$ cat config.mk
export PLATFORM = sky130hd
export DESIGN_NAME = adc_serial_tx
export DESIGN_NICKNAME = d
export VERILOG_FILES = /design/src/rtl/adc_serial_tx.sv
export SDC_FILE = /design/constraint.sdc
export NUM_CORES = 1
export LEC_CHECK = 0
export CORE_MARGIN = 3
export CORE_UTILIZATION = 56
export CTS_CLUSTER_DIAMETER = 40
export DETAILED_ROUTE_END_ITERATION = 7
export DONT_BUFFER_PORTS = 1
export PLACE_DENSITY = 0.74
export SLEW_MARGIN = 5
export SYNTH_ARGS = -nofsm -noshare
export SYNTH_HDL_FRONTEND = slang
export SYNTH_SLANG_ARGS = --single-unit
$ cat constraint.sdc
create_clock -name clk -period 2 [get_ports clk]
set_clock_uncertainty 0.05 [all_clocks]
set_input_delay 0.4 -clock clk [delete_from_list [all_inputs] [get_ports clk]]
set_output_delay 0.4 -clock clk [all_outputs]
set_load 0.1 [all_outputs]
$ cat src/rtl/adc_serial_tx.sv
// Emulates the two-channel, two-lane serial ADC output (DCO, FR, D0/D1 per channel)
// from parallel samples; used as the far end of the ADC receive path in loopback builds.
module adc_serial_tx #(
    parameter int                    DATA_WIDTH = 16,
    parameter logic [DATA_WIDTH-1:0] PATTERN1   = DATA_WIDTH'(16'hA5C3),
    parameter logic [DATA_WIDTH-1:0] PATTERN2   = DATA_WIDTH'(16'h3C5A)
) (
    input  logic                  clk,
    input  logic                  rst_n,
    input  logic                  en,
    input  logic                  pattern_en,
    input  logic [DATA_WIDTH-1:0] ch1_data,
    input  logic [DATA_WIDTH-1:0] ch2_data,
    input  logic                  data_valid,
    output logic                  data_ready,
    output logic                  dco,
    output logic                  fr,
    output logic                  d10,
    output logic                  d11,
    output logic                  d20,
    output logic                  d21,
    output logic                  underrun,
    output logic [15:0]           underrun_cnt
);

    localparam int FPL = DATA_WIDTH / 2;
    localparam int CW  = (FPL > 1) ? $clog2(FPL) : 1;
    localparam logic [CW-1:0] LAST = CW'(FPL - 1);
    localparam logic [CW-1:0] HALF = CW'(FPL / 2);

    typedef enum logic {IDLE, RUN} state_t;

    state_t                  state, state_nxt;
    logic [CW-1:0]           bit_cnt;
    logic [DATA_WIDTH-1:0]   sh1, sh2, hold1, hold2;
    logic [DATA_WIDTH-1:0]   ld1, ld2;
    logic                    last, take, empty;

    assign last = (state == RUN) && (bit_cnt == LAST);

    // State register; bit_cnt names the bit currently on the lanes.
    always_ff @(posedge clk or negedge rst_n) begin
        if (!rst_n) begin
            state   <= IDLE;
            bit_cnt <= '0;
        end else begin
            state <= state_nxt;
            if (data_ready || last || state == IDLE)
                bit_cnt <= '0;
            else
                bit_cnt <= bit_cnt + CW'(1);
        end
    end

    always_comb begin
        state_nxt = state;
        case (state)
            IDLE:    if (en) state_nxt = RUN;
            RUN:     if (last && !en) state_nxt = IDLE;
            default: state_nxt = IDLE;
        endcase
    end

    // Load-slot decode: pattern beats data beats the hold (underrun) path.
    always_comb begin
        data_ready = 1'b0;
        case (state)
            IDLE:    data_ready = en;
            RUN:     data_ready = en && last;
            default: data_ready = 1'b0;
        endcase
        ld1   = hold1;
        ld2   = hold2;
        take  = 1'b0;
        empty = 1'b0;
        if (pattern_en) begin
            ld1 = PATTERN1;
            ld2 = PATTERN2;
        end else if (data_valid) begin
            ld1  = ch1_data;
            ld2  = ch2_data;
            take = data_ready;
        end else begin
            empty = data_ready;
        end
    end

    always_ff @(posedge clk or negedge rst_n) begin
        if (!rst_n) begin
            sh1 <= '0;
            sh2 <= '0;
            fr  <= 1'b0;
            dco <= 1'b0;
        end else if (data_ready) begin
            sh1 <= ld1;
            sh2 <= ld2;
            fr  <= 1'b1;
            dco <= 1'b1;
        end else if (state == RUN && !last) begin
            sh1 <= sh1 << 2;
            sh2 <= sh2 << 2;
            fr  <= (bit_cnt + CW'(1)) < HALF;
            dco <= ~dco;
        end else begin
            sh1 <= '0;
            sh2 <= '0;
            fr  <= 1'b0;
            dco <= 1'b0;
        end
    end

    always_ff @(posedge clk or negedge rst_n) begin
        if (!rst_n) begin
            hold1        <= '0;
            hold2        <= '0;
            underrun     <= 1'b0;
            underrun_cnt <= '0;
        end else begin
            if (take) begin
                hold1 <= ch1_data;
                hold2 <= ch2_data;
            end
            underrun <= empty;
            if (empty && underrun_cnt != 16'hFFFF)
                underrun_cnt <= underrun_cnt + 16'd1;
        end
    end

    // Lanes come straight from the top of the shift registers (flop outputs).
    assign d11 = sh1[DATA_WIDTH-1];
    assign d10 = sh1[DATA_WIDTH-2];
    assign d21 = sh2[DATA_WIDTH-1];
    assign d20 = sh2[DATA_WIDTH-2];

endmodule

## Yosys cells after proc, flatten, opt, wreduce, memory -nomap -nowiden

Index checks and enable logic that the tools add are counted.

| word-level totals | value |
|---|---|
| memory bits (writable) | 0 |
| output and inout port bits | 24 |
| word-level logic and storage cells | 47 |
| memories kept | 0 |
| latch bits | 0 |
| ROM bits | 0 |
| flip-flop bits (word level) | 87 |
| input bits | 37 |

| operators by class | value |
|---|---|
| shifts and indexed selects | 0 |
| add/sub/neg operators | 2 |
| div/mod/pow operators | 0 |
| multipliers | 0 |
| bitwise logic cells | 2 |
| equality and inequality tests | 2 |
| order comparisons | 1 |
| reductions and logical operators | 9 |
| mux-type cells | 21 |

Operators by type and width:

| kind | count |
|---|---|
| $mux 16 | 8 |
| $add 16x1->16 const B | 1 |
| $ne 16x16->1 const B | 1 |
| $mux 1 | 10 |
| $logic_and 1x1->1 | 5 |
| $pmux 1 s2 | 2 |
| $add 3x1->3 const B | 1 |
| $eq 3x3->1 const B | 1 |
| $lt 3x3->1 const B | 1 |
| $mux 3 | 1 |
| $logic_not 1->1 | 2 |
| $logic_or 1x1->1 | 2 |
| $not 1->1 | 2 |

## Depth between registers and ports, before layout

| logic depth | value |
|---|---|
| depth after elaboration | 7 |
| mapped depth | 8 |
| gate-level depth less buffers | 6 |

## Worst setup path after synthesis

OpenSTA, ideal clock, no wires.

| timing path | value |
|---|---|
| kind | reg-to-reg |
| start | register underrun_cnt[0] |
| end | register underrun_cnt[11] |
| library setup time | 164 ps |
| period minus slack after synthesis | 2385 ps |
| cell stages (with the launch flop) | 7 |
| arrival | 2171 ps |
| path slack | -385 ps |
| cell sequence | dfrtp_1 ha_1 nand3_1 nor4_2 buf_6 nor3_1 xor2_1 |

| on the way | value |
|---|---|
| cells in the longest elaborated chain, start to end | 2 |

Ends and longest elaborated chain:

| item | line | source |
|---|---|---|
| from (decl) | 23 | `output logic [15:0] underrun_cnt` |
| from (signal assigned) | 125 | `underrun_cnt <= underrun_cnt + 16'd1;` |
| parallel branches: the longest is 2 deep, another holds $add 16x1->16 | - |  |

Parallel ways; which one is timed is not known.
A chain may end at the register's enable or synchronous reset.

## Worst setup path after layout

| timing path | value |
|---|---|
| start | register bit_cnt[0] |
| end | register hold2[3] |

| on the way | value |
|---|---|
| cells in the longest elaborated chain, start to end | 6 |

Ends and longest elaborated chain:

| item | line | source |
|---|---|---|
| from (decl) | 34 | `logic [CW-1:0] bit_cnt;` |
| from (signal assigned) | 51 | `bit_cnt <= bit_cnt + CW'(1);` |
| $eq 3x3->1 | 39 | `assign last = (state == RUN) && (bit_cnt == LAST);` |
| $logic_and 1x1->1 | 39 |  |
| $logic_and 1x1->1 | 69 | `RUN: data_ready = en && last;` |
| $pmux 1 s2 | 67 | `case (state)` |
| $mux 1 | 79 | `end else if (data_valid) begin` |
| $mux 1 | 76 | `if (pattern_en) begin` |
| to (signal assigned) | 121 | `hold2 <= ch2_data;` |
| to (decl) | 35 | `logic [DATA_WIDTH-1:0] sh1, sh2, hold1, hold2;` |

No other way between the ends.

==> results.py <==
metrics = {
    "die": {
        "start_util": 0.600,
        "rows": 28,
        "die_y_um": 87.3,
        "pin_count": 61,
        "core_um2": 6170,
        "die_w_um": 87.3,
        "die_area_um2": 7610,
    },
    "drt": {
        "dr.pass1.iters": 4,
        "drc": 0,
        "num_vias": 2463,
        "antenna_left": 0,
        "wl_mm": 7.86,
        "post_drt_wl_per_cell_um": 18.5,
        "viasPerCell": 5.80,
        "drt_iter0_drc": 206,
    },
    "synth": {
        "mappedNetlistArea_um2": 3700,
        "ys_ff_latch": 87,
        "ys_types": 36,
        "syn_nets": 354,
        "synth_edf_count": 0,
        "yosysWarnings": 0,
        "synth_area_leader_cell": "dfrtp_1",
        "yosysSeqAreaShare": 0.589,
        "dominantRegCellSynth": "dfrtp_1",
        "async_flop_share": 1.00,
        "synth.avg_cell_area_um2": 11.8,
        "synth_top_area_frac": 0.589,
        "synth_area_leaders": "dfrtp_1 (59%), mux2_2 (9.1%), a221o_1 (4.1%)",
        "netlist_instances": 314,
    },
    "run_status": {
        "violations": "negative hold slack, negative setup slack",
        "status": "finished with violations",
    },
    "worst_setup_path": {
        "rr_startpoint": "bit_cnt[0]$_DFF_PN0_",
        "worstPathRequired_ns": 2.17,
        "crit_fanout": 5,
        "critPathKind": "reg -> reg",
        "endpoint_kind": "register",
        "crit_path_start": "bit_cnt[0]$_DFF_PN0_",
        "arrival_ns": 2.19,
        "crit_path_start_kind": "register",
    },
    "clock_network": {
        "clkTransAtPathRegs_ns": 0.08,
        "numCtsBuffers": 9,
        "clk-insertion-delay-late_ns": 0.34,
        "cts.htree.levels": 3,
        "cts_buffer_depth": 2,
        "cts_root_buf": "clkbuf_8",
        "clock_sinks": 87,
        "cts_tree": "built",
    },
    "grt": {
        "grt_max_degree": 88,
        "grt_pass1_wl_mm": 11.7,
        "antenna_found_initial": 0,
        "grt_pass1_vias": 2387,
        "track_usage": 0.203,
        "grt_overflow": 0,
    },
    "sta": {
        "setup_slack_ns": -0.0144,
        "min_period_over_period": 1.01,
        "tightest_slew_ns": 0.376,
        "fin_tns_setup_ns": -0.0827,
        "rsz0062_at_grt": "yes",
        "hold_ws_ns": -0.305,
        "hold_viol": 87,
        "slew_viol_final": 0,
        "fmax_ghz": 0.496,
        "setup_viol": 12,
        "max-slew-margin-rel": 0.749,
        "min_period_ns": 2.01,
    },
    "run": {
        "cap_violations": 0,
    },
    "power": {
        "power.leakage_nw": 2.27,
        "worst_ir_drop_vdd_mv": 0.913,
        "p_per_area_nw_per_um2": 1310,
        "total_power_mw": 5.77,
    },
    "finish": {
        "diodes": 0,
        "final_nets": 387,
        "drive_above_1_share": 0.317,
        "area_delta_synth_final_pct": 18.6,
    },
    "placed_design": {
        "gp_congestion": 0.729,
        "dpl.hpwl_mm": 4.70,
        "portBuffers": 0,
    },
    "min_path": {
        "hp-class": "in -> async",
    },
}
[area by class of cell]
type | count | area, um2
clock buffers | 13 | 149
clock inverters | 1 | 30.0
fillers | 437 | 1780
inverters | 19 | 71.3
multi-input cells | 191 | 1440
flip-flops and latches | 87 | 2200
well taps | 75 | 93.8
repair buffers | 39 | 402
[worst max-delay path: stages (launching register included)]
cell	delay, ns
dfrtp_1	0.43
ha_4	0.18
ha_4	0.15
nand2b_4	0.15
buf_6	0.12
nand4b_1	0.15
buf_6	0.18
clkbuf_16	0.16
mux2_2	0.32
[layer usage]
metal	vias up	track usage	routed length (um)	part of all wire
met3	6	0.0738	517	0.066
met4	0	0.0767	55	0.0070
met1	1226	0.282	3530	0.45
met5	-	0	0	0
met2	72	0.292	3750	0.48
li1	1159	-	-	-
[metrics by stage]
stage                util  cell area [um2]  cells  worst slack, ns
finish              0.711             4390    425          -0.0144
global route        0.711             4390    425          -0.0614
CTS                 0.683             4210    418          0.00844
detailed placement  0.649             4000    402           0.0272
global placement    0.649             4000    402           0.0752
floorplan               -             3720    314           0.0397
[synthesized netlist by cell type (2+ instances only)]
master,instances
dfrtp_1,87
mux2_2,30
o21ai_0,26
nor2_1,24
inv_1,18
nand2_1,18
a21o_1,15
a221o_1,15
xor2_1,15
buf_2,9
clkbuf_1,6
nor3_1,6
nand4_1,5
nor4_1,5
nand3_1,4
nor2b_1,4
a211oi_1,3
and3_1,3
ha_1,3
and2_1,2
[where the power goes]
group	internal, mW	switching (mW)	total [mW]
combinational	0.778	1.15	1.93
clock	0.601	0.565	1.17
sequential	2.37	0.298	2.67
total	3.75	2.01	5.77
[layout by cell type, fill, tap and decap left out, drive strengths merged]
cell,instances
dfrtp,87
buf,36
mux2,31
o21ai,26
nor2,25
inv,19
nand2,18
clkbuf,16
a221o,15
a21o,15
xor2,15
nor3,6
nand4,6
nor4,6
nand3,5
nor2b,4
a211oi,3
and3,3
ha,3
and2,2
nand2b,1
nand4b,1
a22o,1
a21oi,1
or2,1
and4,1
nor4b,1
nor3b,1
bufinv,1
[flip-flops by register name, indices dropped and copies added, names as in the netlist]
register,cells
bit_cnt,3
hold2,16
sh2,16
hold1,16
underrun,1
fr,1
sh1,16
dco,1
underrun_cnt,16
state,1
[repair_timing]
| action | CTS | global route |
|---|---|---|
| cloned | 0 | 4 |
| setup buffers | 2 | 3 |
| endpoints found under the setup margin | 2 | 37 |
| gates resized for setup | 7 | 10 |
| hold endpoints to repair | 87 | 87 |
| pin swaps | 1 | 3 |
[path summary, 6_finish.rpt]
check                                                    end  slack, ns  cells after the start
max in group asynchronous        underrun_cnt[3]$_DFFE_PN0P_       2.07                      0
worst min register to register              sh2[6]$_DFF_PN0_       0.40                      2
worst min-delay path            underrun_cnt[15]$_DFFE_PN0P_      -0.30                      0
worst max-delay path                    hold2[3]$_DFFE_PN0P_      -0.01                      8
min in group clk                            sh2[0]$_DFF_PN0_       0.14                      1
worst max register to register          hold2[3]$_DFFE_PN0P_      -0.01                      8
[logic make-up (layout without fill, tap and decap cells)]
logic type / Yosys count / after routing / share of synthesized area
muxes: 31 / 31 / 0.0954
buffers and inverters: 36 / 72 / 0.0416
xor gates and xnor gates: 15 / 15 / 0.0355
and+or+nand+nor: 81 / 81 / 0.112
DFF: 87 / 87 / 0.589
AOI/OAI and AO/OA: 61 / 61 / 0.116
adders and majority gates: 3 / 3 / 0.0102
Note: power is estimated with default switching activity, not from simulation.
